**src/rtl/alu_pipe.sv**
```systemverilog
// Handshaked N-bit ALU with registered result/flags and an iterative
// shift-add unsigned multiplier that stalls the producer while it runs.
module alu_pipe #(
  parameter int N   = 8,
  parameter int SHW = $clog2(N)
) (
  input  logic         clk,
  input  logic         rst_n,
  input  logic         in_valid,
  output logic         in_ready,
  input  logic [N-1:0] SrcA,
  input  logic [N-1:0] SrcB,
  input  logic [2:0]   operation,
  output logic         out_valid,
  input  logic         out_ready,
  output logic [N-1:0] result,
  output logic         Z,
  output logic         C,
  output logic         V,
  output logic         N_flag,
  output logic         busy
);

  localparam logic [2:0] OP_ADD = 3'b000;
  localparam logic [2:0] OP_SUB = 3'b001;
  localparam logic [2:0] OP_AND = 3'b010;
  localparam logic [2:0] OP_OR  = 3'b011;
  localparam logic [2:0] OP_XOR = 3'b100;
  localparam logic [2:0] OP_LSL = 3'b101;
  localparam logic [2:0] OP_LSR = 3'b110;
  localparam logic [2:0] OP_MUL = 3'b111;

  localparam logic [SHW-1:0] CNT_LAST = SHW'(N - 1);

  typedef enum logic {IDLE, MUL} state_t;

  state_t state, state_nxt;

  logic           accept;
  logic           accept_mul;
  logic [N-1:0]   alu_res;
  logic           alu_c;
  logic           alu_v;

  logic [2*N-1:0] mcand_p0;
  logic [N-1:0]   mplier_p0;
  logic [2*N-1:0] acc_p0;
  logic [SHW-1:0] cnt_p0;
  logic [2*N-1:0] acc_nxt;
  logic           mul_last;

  function automatic logic add_ovf(input logic signed [N-1:0] x,
                                   input logic signed [N-1:0] y,
                                   input logic signed [N-1:0] s);
    return (x[N-1] == y[N-1]) && (s[N-1] != x[N-1]);
  endfunction

  function automatic logic sub_ovf(input logic signed [N-1:0] x,
                                   input logic signed [N-1:0] y,
                                   input logic signed [N-1:0] d);
    return (x[N-1] != y[N-1]) && (d[N-1] != x[N-1]);
  endfunction

  // Returns {carry, overflow, result} for every single-cycle operation.
  function automatic logic [N+1:0] alu_eval(input logic [2:0]   op,
                                            input logic [N-1:0] a,
                                            input logic [N-1:0] b);
    logic [N:0]     ext;
    logic [N-1:0]   res;
    logic           c;
    logic           v;
    logic [SHW-1:0] sh;
    ext = '0;
    res = '0;
    c   = 1'b0;
    v   = 1'b0;
    sh  = b[SHW-1:0];
    case (op)
      OP_ADD: begin
        ext = {1'b0, a} + {1'b0, b};
        res = ext[N-1:0];
        c   = ext[N];
        v   = add_ovf(a, b, res);
      end
      OP_SUB: begin
        ext = {1'b0, a} + {1'b0, ~b} + {{N{1'b0}}, 1'b1};
        res = ext[N-1:0];
        c   = ext[N];
        v   = sub_ovf(a, b, res);
      end
      OP_AND: res = a & b;
      OP_OR:  res = a | b;
      OP_XOR: res = a ^ b;
      // The extra bit on each side catches the last bit shifted out.
      OP_LSL: begin
        ext = {1'b0, a} << sh;
        res = ext[N-1:0];
        c   = ext[N];
      end
      OP_LSR: begin
        ext = {a, 1'b0} >> sh;
        res = ext[N:1];
        c   = ext[0];
      end
      default: res = '0;
    endcase
    return {c, v, res};
  endfunction

  assign in_ready   = (state == IDLE) && (!out_valid || out_ready);
  assign accept     = in_valid && in_ready;
  assign accept_mul = accept && (operation == OP_MUL);
  assign busy       = (state == MUL);

  assign {alu_c, alu_v, alu_res} = alu_eval(operation, SrcA, SrcB);

  assign acc_nxt  = acc_p0 + (mplier_p0[0] ? mcand_p0 : '0);
  assign mul_last = (state == MUL) && (cnt_p0 == CNT_LAST);

  always_ff @(posedge clk or negedge rst_n) begin
    if (!rst_n) state <= IDLE;
    else        state <= state_nxt;
  end

  always_comb begin
    state_nxt = state;
    case (state)
      IDLE:    if (accept_mul) state_nxt = MUL;
      MUL:     if (mul_last)   state_nxt = IDLE;
      default: state_nxt = IDLE;
    endcase
  end

  // ---- p0: operand capture / multiply iteration -> output register ----
  always_ff @(posedge clk or negedge rst_n) begin
    if (!rst_n) begin
      out_valid <= 1'b0;
      result    <= '0;
      Z         <= 1'b0;
      C         <= 1'b0;
      V         <= 1'b0;
      N_flag    <= 1'b0;
      mcand_p0  <= '0;
      mplier_p0 <= '0;
      acc_p0    <= '0;
      cnt_p0    <= '0;
    end else if (accept_mul) begin
      mcand_p0  <= {{N{1'b0}}, SrcA};
      mplier_p0 <= SrcB;
      acc_p0    <= '0;
      cnt_p0    <= '0;
      out_valid <= 1'b0;
    end else if (accept) begin
      result    <= alu_res;
      Z         <= (alu_res == '0);
      C         <= alu_c;
      V         <= alu_v;
      N_flag    <= alu_res[N-1];
      out_valid <= 1'b1;
    end else if (state == MUL) begin
      acc_p0    <= acc_nxt;
      mcand_p0  <= mcand_p0 << 1;
      mplier_p0 <= mplier_p0 >> 1;
      cnt_p0    <= cnt_p0 + 1'b1;
      if (mul_last) begin
        result    <= acc_nxt[N-1:0];
        Z         <= (acc_nxt[N-1:0] == '0);
        C         <= |acc_nxt[2*N-1:N];
        V         <= 1'b0;
        N_flag    <= acc_nxt[N-1];
        out_valid <= 1'b1;
      end
    end else if (out_valid && out_ready) begin
      out_valid <= 1'b0;
    end
  end

endmodule

```
**config.mk**
```make
export PLATFORM = sky130hd
export DESIGN_NAME = alu_pipe
export DESIGN_NICKNAME = d
export VERILOG_FILES = /design/src/rtl/alu_pipe.sv
export SDC_FILE = /design/constraint.sdc
export NUM_CORES = 1
export LEC_CHECK = 0
export CAP_MARGIN = 20
export CORE_MARGIN = 1
export CORE_UTILIZATION = 50
export CTS_CLUSTER_DIAMETER = 30
export CTS_CLUSTER_SIZE = 20
export DETAILED_ROUTE_END_ITERATION = 12
export GPL_TIMING_DRIVEN = 1
export HOLD_SLACK_MARGIN = 0.08
export PLACE_DENSITY_LB_ADDON = 0.05
export SETUP_SLACK_MARGIN = 0.3
export SLEW_MARGIN = 20
export SYNTH_ARGS = -nofsm -noshare
export SYNTH_HDL_FRONTEND = slang
export SYNTH_SLANG_ARGS = --single-unit
```
**constraint.sdc**
```tcl
create_clock -name clk -period 6.05 [get_ports clk]
set_input_delay 0.9075 -clock clk [delete_from_list [all_inputs] [get_ports clk]]
set_output_delay 0.9075 -clock clk [all_outputs]
set_load 0.01 [all_outputs]
```
Yosys cells after proc, flatten, opt, wreduce, memory -nomap -nowiden

Index checks and enable logic that the tools add are counted.

Register bits: 57
Word-level logic and storage cells: 97

$add $sub $neg: 5
Equal/unequal tests: 14
Shifts and indexed selects: 2
Mux-type cells: 39
Bitwise operators: 6
Reductions and logical operators: 20

Operator list:

| cell                                                   | number |
|---|---|
| two-way mux 16 bit                                     | 7 |
| one-hot mux 8 bit (7 select lines)                     | 1 |
| two-way mux 8 bit                                      | 6 |
| two-way mux 1 bit                                      | 19 |
| adder 8 x 8 -> 9 bit                                   | 2 |
| adder 16 bit                                           | 1 |
| zero test 8 bit                                        | 2 |
| equality test 3 bit (second input constant)            | 5 |
| adder 9 x 1 -> 9 bit (second input constant)           | 1 |
| two-way mux 3 bit                                      | 3 |
| left shift 8 x 3 -> 9 bit                              | 1 |
| >> shifter 9 x 3 -> 9 bit                              | 1 |
| bitwise AND 8 bit                                      | 1 |
| NOT 8 bit                                              | 1 |
| bitwise OR 8 bit                                       | 1 |
| OR reduction 8 bit                                     | 1 |
| bitwise XOR 8 bit                                      | 1 |
| logical AND 1 bit                                      | 7 |
| equality test 3 x 2 -> 1 bit (second input constant)   | 2 |
| nonzero test 2 bit                                     | 3 |
| inequality test 4 x 1 -> 1 bit (second input constant) | 1 |
| one-hot mux 1 bit (2 select lines)                     | 2 |
| one-hot mux 1 bit (4 select lines)                     | 1 |
| AND reduction 2 bit                                    | 2 |
| other kinds (11)                                       | 14 |

Longest topological paths before layout

Word-level depth: 7
Gate-level depth with buffers: 12

Least setup slack after synthesis

No wires, ideal clock.

Kind: input port to flip-flop
Start: input port SrcB[2]
End: register Z
Arrival: 3162 ps
Setup slack: 2808 ps
Cell stages on the path: 12
Path buffers: 2
Cell sequence: clkbuf_1 > inv_1 > ha_1 > buf_2 > or2_2 > a221o_1 > a21oi_1 > o21ai_0 > nand4_1 > nand3b_1 > or3_1 > o211ai_2

Cells in the longest elaborated chain, start to end: 6
Elaborated cells on any way between the ends: 12

RTL lines:

| element                              | line | text |
|---|---|---|
| start, declared                      | 12   | `input logic [N-1:0] SrcB,` |
| NOT 8 bit                            | 86   | `ext = {1'b0, a} + {1'b0, ~b} + {{N{1'b0}}, 1'b1};` |
| adder 8 x 8 -> 9 bit                 | 86   |  |
| adder 9 x 1 -> 9 bit                 | 86   |  |
| one-hot mux 8 bit (7 select lines) * | 78   | `case (op)` |
| zero test 8 bit *                    | 155  | `Z <= (alu_res == '0);` |
| two-way mux 1 bit *                  | 153  | `end else if (accept) begin` |
| end signal, assigned                 | 155  |  |
| end signal, assigned                 | 167  | `Z <= (acc_nxt[N-1:0] == '0);` |
| end, declared                        | 17   | `output logic Z,` |

Every way passes the cells marked *; elsewhere a longest branch is shown, timed or not.
A chain may end at the register's enable or synchronous reset.

Worst setup path after layout

Start: input port SrcA[1]
End: register Z

Cells in the longest elaborated chain, start to end: 5
Elaborated cells on any way between the ends: 11

RTL lines:

| element                              | line | text |
|---|---|---|
| start, declared                      | 11   | `input logic [N-1:0] SrcA,` |
| adder 8 x 8 -> 9 bit                 | 86   |  |
| adder 9 x 1 -> 9 bit                 | 86   |  |
| one-hot mux 8 bit (7 select lines) * | 78   |  |
| zero test 8 bit *                    | 155  |  |
| two-way mux 1 bit *                  | 153  |  |

Marked as above.

==> results.md <==
* Status: complete, no violations
* Fmax at 266.4 MHz
* Setup TNS at 0 ns
* Sequential share of the synthesized area at 28.70%
* Clk pin slew, worst setup/hold paths at 0.11 ns
* Top-count cell post-synth: nand2_1
* Fin. max-slew vios at 0
* Pre-CTS setup slack at 2.006 ns
* Max-cap violations at 0
* GR Overflow Total at 0
* Peak supply drop at 287.1 uV
* Setup Fix Bufs, Post-CTS at 0
* Die ar. at 10160 um^2
* Syn Inst Count at 579
* Die Height at 100.8 um
* Synth Flop Type: dfrtp_1
* Design area at 5423 um^2
* Post_cts resized at 0
* Overall Global Routing Usage at 27.07%
* Hold Path Depth at 2
* Yosys cell types at 65
* Total number of yosys warnings at 0
* N_diodes at 0
* Max_slew headroom at 41.70%
* Hold buffers post-CTS at 0
* Share of the synthesized area in the top cell type at 28.70%
* Critical path capture point type: register
* Hold crit path type: register to register
* Area Overhead vs Synth at 11.07%
* Crit path kind: primary input to register
* Fin util at 58.14%
* CTS tree: done
* Clk_skew at 0.01159 ns
* Ys async rst share at 100.0%
* Final wirelength at 13.06 mm
* Chip Width at 100.8 um
* Root Buffer: clkbuf_8
* Syn_area_per_cell at 8.432 um^2
* Row cnt at 35
* Starting DRC count in detailed routing at 194
* RSZ-0062 raised after global routing: false
* Final Hold Viols at 0
* H-Tree Depth at 2
* Cell taking the most area after synthesis: dfrtp_1
* Layout cells sized above 1 at 5.324%
* Crit path max fanout at 10
* PortBufs at 37
* Post-DRT Antenna Nets at 0
* EDFF count, synth at 0
* R2R depth at 11
* Cell area after placement at 5328 um^2
* Antenna violations before repair at 0
* Gpl congestion at 0.8963
* Largest net degree at the start of global routing at 63
* Mapped Area at 4882 um^2
* Lkg Pwr at 2.475 nW
* Startpoint type of the worst setup path: primary input
* Synthesized net count at 647
* Routed length per instance at 17.89 um
* DRC at 0
* Post-synth top cells: 68 x nand2_1, 56 x dfrtp_1, 46 x a21oi_1, 46 x nor2_1, 42 x ha_1
* Fin crit period at 3.754 ns
* Total Power at 1.878 mW
* Final #Nets at 668
* CP Cell Sequence: clkdlybuf4s50_1 > inv_1 > fa_1 > or2_2 > a221o_1 > a21oi_1 > o21ai_0 > nand4_1 > nand3b_1 > or3_1 > o211ai_2
* Number of synthesized register bits at 56
* Max Root-Sink Buffers at 2
* Fin worst setup slack at 2.296 ns
* Crit path DAT at 3.99 ns
* Critical path required time at 6.29 ns
* Worst Tran Pin Value at 0.8679 ns
* # setup viols final at 0
* Period utilisation layout at 62.06%
* Worst path slowest cell: clkdlybuf4s50_1
* Initial Util at 52.34%
* CTS Sinks at 56
* Inserted Clock Buffers at 5
* Vias in the first global route at 4201
* Critical path's largest stage delay at 0.74 ns
* Clk_lat worst skew at 0.32 ns
* IO Pins at 38
* Synth area leaders: dfrtp_1 29%, ha_1 11%, mux2i_1 8.2%
* Core Region at 9328 um^2
* Drt pass-1 iters at 5
* DR vias at 4367
* Final HPWL DP at 9.853 mm
* Pwr dens at 346.2 nW/um^2
* First-pass GRT wire length at 21.23 mm
* Vias per cell at 5.982
-- power breakdown --
| part | internal [mW] | switching (mW) | total, mW |
|---|---|---|---|
| clock network | 0.0847 | 0.137 | 0.221 |
| registers | 0.532 | 0.116 | 0.648 |
| logic | 0.442 | 0.566 | 1.01 |
-- per-layer routing --
| metal | part of all wire [%] | global-route usage [%] | vias up |
|---|---|---|---|
| met5 | 0 | 0 | - |
| met2 | 45 | 44.26 | 159 |
| met4 | 0.91 | 5.128 | 0 |
| met1 | 46 | 37.37 | 2087 |
| met3 | 7.5 | 5.548 | 13 |
| li1 | - | - | 2108 |
-- path summary, 6_finish.rpt --
| kind | start | to | slack [ns] |
|---|---|---|---|
| hold reg to reg | result[0]$_DFFE_PN0P_ | result[0]$_DFFE_PN0P_ | 0.49 |
| setup / recovery | SrcA[1] | Z$_DFFE_PN0P_ | 2.30 |
| max in group asynchronous | rst_n | busy$_DFF_PN0_ | 4.81 |
| hold / removal | result[0]$_DFFE_PN0P_ | result[0]$_DFFE_PN0P_ | 0.49 |
| min in group asynchronous | rst_n | mcand_p0[0]$_DFFE_PN0P_ | 0.71 |
| setup reg to reg | mplier_p0[0]$_DFFE_PN0P_ | C$_DFFE_PN0P_ | 2.65 |
-- kinds of logic (layout without fill, tap and decap cells) --
group,Yosys count,count (layout),share of synthesized area (%)
flip-flops,56,56,28.70
adder cells (fa/ha/maj),45,45,11.99
multiplexers,44,44,9.585
buffers and inverters,59,81,5.151
XOR/XNOR,24,24,4.305
AO/OA/AOI/OAI,156,156,20.61
AND/OR/NAND/NOR,195,195,19.66
-- flip-flops by register name (all words and copies together) (netlist names) --
signal,cells
C,1
V,1
Z,1
acc_p0,16
busy,1
cnt_p0,3
mcand_p0,16
mplier_p0,8
out_valid,1
result,8
-- metrics by stage --
| step | instances | hold slack, ns |
|---|---|---|
| finish | 730 | 0.4899 |
| global placement | 722 | 0.4630 |
| global route | 730 | 0.5309 |
| detailed placement | 722 | 0.4704 |
| floorplan | 579 | 0.4596 |
| CTS | 730 | 0.4963 |
-- final cells by class --
type	instances	area, um^2
inverters	27	101.3
flip-flops and latches	56	1403
repair buffers	46	432.9
multi-input cells	464	3229
clock buffers	5	68.82
well taps	129	161.4
clock inverters	3	26.28
fillers	890	3905
-- layout by cell type, fill, tap and decap left out, types with 26 or more instances in the layout --
master / instances
nand2_1: 68
dfrtp_1: 55
nor2_1: 46
a21oi_1: 46
ha_1: 42
mux2i_1: 40
o21ai_0: 39
clkdlybuf4s50_1: 36
inv_1: 26
-- worst max-delay path: cells and delay by family --
family                   cells  cell delay [ns]
buffers and inverters        2             0.90
adder cells (fa/ha/maj)      1             0.50
AO/OA/AOI/OAI                4             0.75
AND/OR/NAND/NOR              4             0.94
No activity file was read; power rests on OpenSTA's default activity.
